## src/rtl/pipe_pkg.sv

```systemverilog
// Shared definitions for the pipeline stage registers of the 64-bit core:
// per-boundary control bundle layouts, bundle widths and bubble constants.
package pipe_pkg;

   // Defaults for a generic stage register instance.
   localparam int DEF_CTRL_W      = 16;
   localparam int DEF_DATA_W      = 256;
   localparam int DEF_STALL_CNT_W = 16;

   // IF/ID carries no datapath control yet, only the fetch prediction flag.
   typedef struct packed {
      logic pred_taken;
   } if_id_ctrl_t;

   // ID/EX carries the full decoded control set.
   typedef struct packed {
      logic       alu_src;
      logic       alu_src2;
      logic [2:0] alu_op;
      logic       mem_we;
      logic       mem2reg;
      logic       reg_we;
      logic       pc_src;
      logic       movz;
      logic       ldurb;
      logic [3:0] movk;
      logic [3:0] xfer_size;
   } id_ex_ctrl_t;

   // EX/MEM keeps only what memory access and writeback still need.
   typedef struct packed {
      logic       mem_we;
      logic       mem2reg;
      logic       reg_we;
      logic       pc_src;
      logic       ldurb;
      logic [3:0] xfer_size;
   } ex_mem_ctrl_t;

   // MEM/WB keeps only the writeback selection.
   typedef struct packed {
      logic mem2reg;
      logic reg_we;
      logic ldurb;
   } mem_wb_ctrl_t;

   localparam int IF_ID_CTRL_W  = $bits(if_id_ctrl_t);
   localparam int ID_EX_CTRL_W  = $bits(id_ex_ctrl_t);
   localparam int EX_MEM_CTRL_W = $bits(ex_mem_ctrl_t);
   localparam int MEM_WB_CTRL_W = $bits(mem_wb_ctrl_t);

   // instruction + pc
   localparam int IF_ID_DATA_W  = 32 + 64;
   // two operands, immediate, branch address
   localparam int ID_EX_DATA_W  = 4 * 64;
   // alu result, store data, branch address
   localparam int EX_MEM_DATA_W = 3 * 64;
   // memory read data, alu result
   localparam int MEM_WB_DATA_W = 2 * 64;

   // Bubbles: no register write, no memory access, no redirect.
   localparam if_id_ctrl_t  IF_ID_BUBBLE  = '0;
   localparam id_ex_ctrl_t  ID_EX_BUBBLE  = '0;
   localparam ex_mem_ctrl_t EX_MEM_BUBBLE = '0;
   localparam mem_wb_ctrl_t MEM_WB_BUBBLE = '0;

endpackage

```

## src/rtl/pipe_slot.sv

```systemverilog
// One pipeline entry: valid bit plus control and data registers.
// Priority: flush > load > clear. Flush forces ctrl to the bubble value.
module pipe_slot #(
   parameter int                CTRL_W      = 16,
   parameter int                DATA_W      = 256,
   parameter logic [CTRL_W-1:0] CTRL_BUBBLE = '0
) (
   input  logic              clk,
   input  logic              rst_n,
   input  logic              flush_i,
   input  logic              load_i,
   input  logic              clear_i,
   input  logic [CTRL_W-1:0] ctrl_i,
   input  logic [DATA_W-1:0] data_i,
   output logic              valid_o,
   output logic [CTRL_W-1:0] ctrl_o,
   output logic [DATA_W-1:0] data_o
);

   logic              valid_q, valid_d;
   logic [CTRL_W-1:0] ctrl_q, ctrl_d;
   logic [DATA_W-1:0] data_q, data_d;

   // Next-state selection for the entry.
   always_comb begin
      valid_d = valid_q;
      ctrl_d  = ctrl_q;
      data_d  = data_q;
      if (flush_i) begin
         valid_d = 1'b0;
         ctrl_d  = CTRL_BUBBLE;
      end else if (load_i) begin
         valid_d = 1'b1;
         ctrl_d  = ctrl_i;
         data_d  = data_i;
      end else if (clear_i) begin
         valid_d = 1'b0;
      end
   end

   // Entry registers with asynchronous active-low reset.
   always_ff @(posedge clk or negedge rst_n) begin
      if (!rst_n) begin
         valid_q <= 1'b0;
         ctrl_q  <= CTRL_BUBBLE;
         data_q  <= '0;
      end else begin
         valid_q <= valid_d;
         ctrl_q  <= ctrl_d;
         data_q  <= data_d;
      end
   end

   assign valid_o = valid_q;
   assign ctrl_o  = ctrl_q;
   assign data_o  = data_q;

endmodule

```

## src/rtl/pipe_stage_reg.sv

```systemverilog
// Handshaked pipeline stage register with flush/bubble insertion, optional
// skid entry and a saturating stall-cycle counter.
//
// Handshake: a transfer happens on a rising edge where valid and ready are
// both high on that side. A producer holding valid must keep its payload
// stable until the transfer; ready may depend on state only (SKID=1) or on
// out_ready combinationally (SKID=0). Output payload is bit-stable while
// out_valid=1 and out_ready=0.
module pipe_stage_reg
   import pipe_pkg::*;
#(
   parameter int                CTRL_W      = DEF_CTRL_W,
   parameter int                DATA_W      = DEF_DATA_W,
   parameter logic [CTRL_W-1:0] CTRL_BUBBLE = '0,
   parameter int                SKID        = 0,
   parameter int                STALL_CNT_W = DEF_STALL_CNT_W
) (
   input  logic                   clk,
   input  logic                   reset,
   input  logic                   flush,
   input  logic                   in_valid,
   output logic                   in_ready,
   input  logic [CTRL_W-1:0]      in_ctrl,
   input  logic [DATA_W-1:0]      in_data,
   output logic                   out_valid,
   input  logic                   out_ready,
   output logic [CTRL_W-1:0]      out_ctrl,
   output logic [DATA_W-1:0]      out_data,
   input  logic                   stall_clr,
   output logic [STALL_CNT_W-1:0] stall_cycles
);

   localparam logic [STALL_CNT_W-1:0] STALL_ONE = {{(STALL_CNT_W-1){1'b0}}, 1'b1};

   logic              in_xfer;
   logic              out_xfer;
   logic              main_valid;
   logic [CTRL_W-1:0] main_ctrl;
   logic [DATA_W-1:0] main_data;
   logic              main_load;
   logic              main_clear;
   logic [CTRL_W-1:0] main_ctrl_d;
   logic [DATA_W-1:0] main_data_d;

   assign in_xfer  = in_valid & in_ready;
   assign out_xfer = main_valid & out_ready;

   generate
      if (SKID == 0) begin : g_single
         // Single entry: accept whenever the entry is empty or leaving.
         assign in_ready    = !main_valid | out_ready;
         assign main_load   = in_xfer;
         assign main_clear  = out_xfer & !in_xfer;
         assign main_ctrl_d = in_ctrl;
         assign main_data_d = in_data;
      end else begin : g_skid
         logic              skid_valid;
         logic [CTRL_W-1:0] skid_ctrl;
         logic [DATA_W-1:0] skid_data;
         logic              skid_load;
         logic              skid_clear;

         // in_ready is the inverse of a flop: no combinational path from out_ready.
         assign in_ready = !skid_valid;

         // Main refills from skid when draining; otherwise from the input when
         // it is empty or draining. skid_valid implies in_ready=0, so the two
         // sources never compete.
         assign main_load   = (out_xfer & skid_valid) |
                              (in_xfer & (!main_valid | out_xfer));
         assign main_clear  = out_xfer & !main_load;
         assign main_ctrl_d = skid_valid ? skid_ctrl : in_ctrl;
         assign main_data_d = skid_valid ? skid_data : in_data;

         // Skid catches an entry arriving while main is occupied and stalled.
         assign skid_load  = in_xfer & main_valid & !out_xfer;
         assign skid_clear = out_xfer & skid_valid;

         pipe_slot #(
            .CTRL_W      (CTRL_W),
            .DATA_W      (DATA_W),
            .CTRL_BUBBLE (CTRL_BUBBLE)
         ) u_skid (
            .clk     (clk),
            .rst_n   (reset),
            .flush_i (flush),
            .load_i  (skid_load),
            .clear_i (skid_clear),
            .ctrl_i  (in_ctrl),
            .data_i  (in_data),
            .valid_o (skid_valid),
            .ctrl_o  (skid_ctrl),
            .data_o  (skid_data)
         );
      end
   endgenerate

   pipe_slot #(
      .CTRL_W      (CTRL_W),
      .DATA_W      (DATA_W),
      .CTRL_BUBBLE (CTRL_BUBBLE)
   ) u_main (
      .clk     (clk),
      .rst_n   (reset),
      .flush_i (flush),
      .load_i  (main_load),
      .clear_i (main_clear),
      .ctrl_i  (main_ctrl_d),
      .data_i  (main_data_d),
      .valid_o (main_valid),
      .ctrl_o  (main_ctrl),
      .data_o  (main_data)
   );

   // Downstream never sees stale control on an empty stage.
   assign out_valid = main_valid;
   assign out_ctrl  = main_valid ? main_ctrl : CTRL_BUBBLE;
   assign out_data  = main_data;

   logic [STALL_CNT_W-1:0] stall_q, stall_d;

   // Saturating count of stalled output cycles; clear wins over increment.
   always_comb begin
      stall_d = stall_q;
      if (stall_clr) begin
         stall_d = '0;
      end else if (main_valid && !out_ready && (stall_q != '1)) begin
         stall_d = stall_q + STALL_ONE;
      end
   end

   // Stall counter register; flush leaves it untouched.
   always_ff @(posedge clk or negedge reset) begin
      if (!reset) begin
         stall_q <= '0;
      end else begin
         stall_q <= stall_d;
      end
   end

   assign stall_cycles = stall_q;

endmodule

```

## config.mk

```make
export PLATFORM = sky130hd
export DESIGN_NAME = pipe_stage_reg
export DESIGN_NICKNAME = d
export VERILOG_FILES = /design/src/rtl/pipe_pkg.sv /design/src/rtl/pipe_slot.sv /design/src/rtl/pipe_stage_reg.sv
export SDC_FILE = /design/constraint.sdc
export NUM_CORES = 1
export LEC_CHECK = 0
export BUFFER_PORTS_ARGS = -buffer_cell sky130_fd_sc_hd__buf_2
export CORE_AREA = 10 10 213 215
export CTS_CLUSTER_SIZE = 12
export DETAILED_ROUTE_END_ITERATION = 8
export DIE_AREA = 0 0 223 225
export GPL_TIMING_DRIVEN = 0
export PLACE_DENSITY = 0.62
export RECOVER_POWER = 100
export SETUP_SLACK_MARGIN = 0.5
export SLEW_MARGIN = 20
export SYNTH_ARGS = -nofsm -noshare
export SYNTH_HDL_FRONTEND = slang
export SYNTH_SLANG_ARGS = --single-unit
```

## constraint.sdc

```tcl
create_clock -name clk -period 6.1 [get_ports clk]
set_clock_uncertainty 0.15 [all_clocks]
set_input_delay 1.22 -clock clk [delete_from_list [all_inputs] [get_ports clk]]
set_output_delay 1.22 -clock clk [all_outputs]
set_load 0.1 [all_outputs]
```

Yosys cells after proc, flatten, opt, wreduce, memory -nomap -nowiden:

Index checks and enable logic that the tools add are counted.

* bits of input ports: 278
* register bits: 289
* logic and storage cells: 28

* add/subtract/negate cells: 1
* bitwise gates (word level): 5
* equality and inequality tests: 1
* multiplexer cells: 8
* reduce and logical (&&, ||, !) cells: 9

Operator list (count)
* $mux 16: 5
* $add 16x1->16 const B: 1
* $ne 16x16->1 const B: 1
* $reduce_bool 2->1: 2
* $and 1x1->1: 3
* $logic_not 1->1: 3
* $mux 1: 3
* $reduce_bool 3->1: 1
* $logic_and 1x1->1: 2
* $reduce_and 2->1: 1
* $not 1->1: 1
* $or 1x1->1: 1

Longest topological paths before layout:

* depth after elaboration: 8
* gate-level depth with buffers: 8
* gate-level depth less buffers: 5

Modules after synthesis:

From an unflattened synthesis, not the netlist that was laid out.

* cell total of the unflattened synthesis: 712
* area total of the unflattened synthesis: 12469.5 um2

By module, submodules not included
* pipe_slot: times used 1, cells each 598, area each 11417.2 um2, sequential area each 6831.6 um2
* pipe_stage_reg: times used 1, cells each 114, area each 1052.3 um2, sequential area each 400.4 um2

Worst setup path after synthesis:

Ideal clock, no wire load.

* path kind: flip-flop to output port
* start: register u_main.valid_q (netlist: u_main.valid_o)
* end: output out_ctrl[10]
* arrival time: 2.009 ns
* path slack: 2.721 ns
* stages on the path, launching flop included: 3
* required time: 4.730 ns
* cells stage by stage: dfrtp_1 > clkbuf_1 > and2_1

* cells in the longest elaborated chain, start to end: 1

Ends and longest elaborated chain
* start: declaration: RTL line pipe_slot.sv:20 `logic valid_q, valid_d;`
* start signal: assignment: RTL line pipe_slot.sv:48 `valid_q <= valid_d;`
* $mux 16: RTL line pipe_stage_reg.sv:117 `assign out_ctrl = main_valid ? main_ctrl : CTRL_BUBBLE;`
* end: declaration: RTL line pipe_stage_reg.sv:27 `output logic [CTRL_W-1:0] out_ctrl,`

No other way between the ends.

Final worst setup path:

* start: input out_ready
* end: output in_ready

* cells in the longest elaborated chain, start to end: 1

Ends and longest elaborated chain
* start: declaration: RTL line pipe_stage_reg.sv:26 `input logic out_ready,`
* $or 1x1->1: RTL line pipe_stage_reg.sv:51 `assign in_ready = !main_valid | out_ready;`
* end: declaration: RTL line pipe_stage_reg.sv:22 `output logic in_ready,`

No other way between the ends.

==> impl_results.md <==
* Outcome: finished, violations left
* Violated checks: max-capacitance violations, max-slew violations
* Number of instances resized during post-cts repair at 0
* Setup repair after global routing missed its margin: no
* Worst-skew pair later-pin latency at 520 ps
* Share of synthesized area occupied by flip-flops and latches at 0.655
* Part of the cycle the worst path needs at 0.649
* Area contributors post-synth: sky130_fd_sc_hd__dfrtp_1 66%, sky130_fd_sc_hd__mux2_2 20%, sky130_fd_sc_hd__mux2_1 6.6%, sky130_fd_sc_hd__buf_2 1.3%, sky130_fd_sc_hd__a22o_1 1.3%
* Main flop type after synthesis: sky130_fd_sc_hd__dfrtp_1
* CORE AREA at between 0.04 and 0.05 mm²
* Number of cell rows at 75
* Total via count after detailed routing at 8190
* Floorplan die area at about 0.05 mm²
* Utilization of the core after routing at 0.370
* Die height at 225 µm
* Clock-pin slew on the worst setup and hold paths at 50 ps
* Startpoint type of the worst setup path: input port
* Layout filler cell count at 4173
* Cell area reported after detailed placement at about 0.015 mm²
* Final routed wire length divided by cell count at 20.1 µm
* Pwr Density at 480 mW/mm²
* Highest Clock Rate at 0.253 GHz
* Antenna violations before repair at 5
* Worst relative slew slack at -1.13
* Proportion of synthesized flip-flops having asynchronous set or reset at 1.00
* Fraction of layout cells with a size suffix above 1 at 0.399
* Number of buffers inserted during clock tree synthesis at 34
* Die W at roughly 220 µm
* Final weighted congestion in routability-driven placement at 0.803
* Number of flops mapped to enable cells by yosys at 0
* Largest voltage drop on the vdd net at about 330 µV
* Static Leakage at 0.00670 µW
* Hpwl dp at 30200 µm
* Top cell type by total area after synthesis: sky130_fd_sc_hd__dfrtp_1
* Total global routing track utilization at 0.143
* Via count of the first global-routing pass at 9197
* Number of clock sinks seen by CTS at 289
* Min-delay src: u_main.data_o[240]$_DFFE_PN0P_
* Initial drt markers at 291
* Critical register-to-register path endpoint: u_main.data_o[197]$_DFFE_PN0P_
* Register bit total from synthesis at 289
* TritonCTS clock tree: yes
* Min Clock Period, post-route at 3960 ps
* Total setup violations reported at the end of the flow at 0
* Final antenna-violating net count at 0
* Worst Tran Pin Value at ~3200 ps
* Number of different library cells in the post-synthesis netlist at 36
* Number of cells on the worst hold path at 1
* Hold worst-path end: u_main.data_o[240]$_DFFE_PN0P_
* Sum of routed wire length over all layers at 37400 µm
* Arrival time of data at the critical path endpoint at 2590 ps
* Post-Synthesis Net Count at between 900 and 1000
* Maximum clock insertion buffer count at 3
* Highest fanout seen on the critical path at 6
* I/O pin total at 568
* Max-cap check violation count at 1
* Initial core utilization at 0.267
* Most frequent standard cell in the layout excluding fill and tap cells: sky130_fd_sc_hd__clkbuf_1
* Startpoint of the worst register-to-register path: u_main.valid_o$_DFFE_PN0P_
* Cell area after synthesis at 0.0110 mm²
* CP required at 4730 ps
* Area share of the largest cell type after synthesis at 0.655
* Synthesized instance count at 695
* Maximum number of pins on one net before global-route repair at 88
* Post-DR vias/cell at 4.40
* Area of all placed cells without fillers at ~0.015 mm²
* Minimum setup slack among reg-to-reg paths at 2470 ps
* Area used by multi-input combinational logic at 0.00359 mm²
* Buffers inserted by post-CTS timing repair at 0
* Leftover overflow at the end of global routing at 0
* First-pass GRT wire length at 56400 µm
* Number of search-and-repair iterations in the first detailed-routing pass at 4
* Mean area per synthesized cell at 15.9 µm²
* CP Capture Type: output pin
* Final Max Slew Viols at 57
* Buffers on Ports at 566
* Count of hold buffers inserted by post-cts repair at 0
* Class of the most critical hold timing path: reg2reg
* Number of nets in the layout at 1579
* Storage cell area at ~0.0072 mm²
* Detailed-route DRC error count at 0
* Synthesis-to-layout area growth at 38.6%
* Count of yosys warnings during synthesis at 0
* Root Buffer Master: sky130_fd_sc_hd__clkbuf_16
* H-Tree Depth at 2
* CP Class: in2out
* Number of diodes at 0
* Commonest non-fill, non-tap cells in the layout: 334 x sky130_fd_sc_hd__clkbuf_1, 289 x sky130_fd_sc_hd__dfrtp_1, 275 x sky130_fd_sc_hd__buf_2
* Worst R2R Path Depth at 8
* Critical path startpoint: out_ready
* Final Hold Fails at 0
final cells by class:
class,instances,share of cell area
sequential,289,0.473
multi-input combinational,366,0.235
timing repair buffer,569,0.167
clock buffer,53,0.0703
tap,539,0.0441
buffer,37,0.00908
clock inverter,4,0.00131
inverter,3,0.000818
where the power goes:
group	leakage, µW	internal [µW]	switching [µW]	total (µW)
combinational	0.00270	406	2600	3000
sequential	0.00346	2220	157	2370
clock	0.000545	1200	767	1970
per-layer routing:
layer | GRT usage | routed length [µm] | vias up
li1 | - | - | 3708
met1 | 0.149 | 13500 | 4015
met2 | 0.244 | 18500 | 389
met3 | 0.0706 | 4330 | 68
met4 | 0.0521 | 968 | 10
met5 | 0 | 57 | -
worst max-delay path, stage by stage:
cell                         delay (ps)
sky130_fd_sc_hd__buf_2               70
sky130_fd_sc_hd__and2b_1            220
sky130_fd_sc_hd__clkinvlp_2         180
sky130_fd_sc_hd__clkbuf_1           900
worst max-delay path by stage:
stage          cells after the start                              to
2_1_floorplan                      2                    out_ctrl[10]
3_3_place_gp                       1  u_main.data_o[110]$_DFFE_PN0P_
3_5_place_dp                       9  u_main.data_o[197]$_DFFE_PN0P_
4_1_cts                            3                    out_ctrl[10]
5_1_grt                            1  u_main.data_o[193]$_DFFE_PN0P_
6_report                           4                        in_ready
synth_stat cells (all sizes together) (2+ instances only):
library cell,number
o31ai,5
nand3,10
buf,32
inv,3
and3,2
mux2,257
nand4,4
o41ai,2
clkbuf,5
a22o,16
nand2,4
dfrtp,289
or4,6
nor2,6
and2,16
or3,7
o21ai,8
a21oi,14
cells by family (layout without fill, tap and decap cells):
kind of cell,Yosys count,after routing,share of synthesized area
AO/OA/AOI/OAI,45,45,0.0283
XOR/XNOR,1,1,0.000793
buffers and inverters,40,666,0.0181
AND/OR/NAND/NOR,61,61,0.0335
multiplexers,258,258,0.263
adder cells (fa/ha/maj),1,1,0.00113
flip-flops,289,289,0.655
metrics by stage:
stage / hold WS (ps) / worst slack, ps / TNS, ps / total power (µW) / cells
after floorplan: 308 / 2720 / 0 / 4890 / 695
after global placement: 313 / -1690 / -476200 / 5480 / 1800
after detailed placement: 319 / 2540 / 0 / 5520 / 1803
after CTS: 332 / 2550 / 0 / 7530 / 1860
after global routing: 345 / 1640 / 0 / 7610 / 1860
final: 333 / 2140 / 0 / 7350 / 1860
flip-flops by register name (all words and copies together) (netlist names):
name / count
stall_cycles: 16
u_main.data_o: 256
u_main.valid_o: 1
u_main.ctrl_o: 16
(Power assumes the default switching activity.)
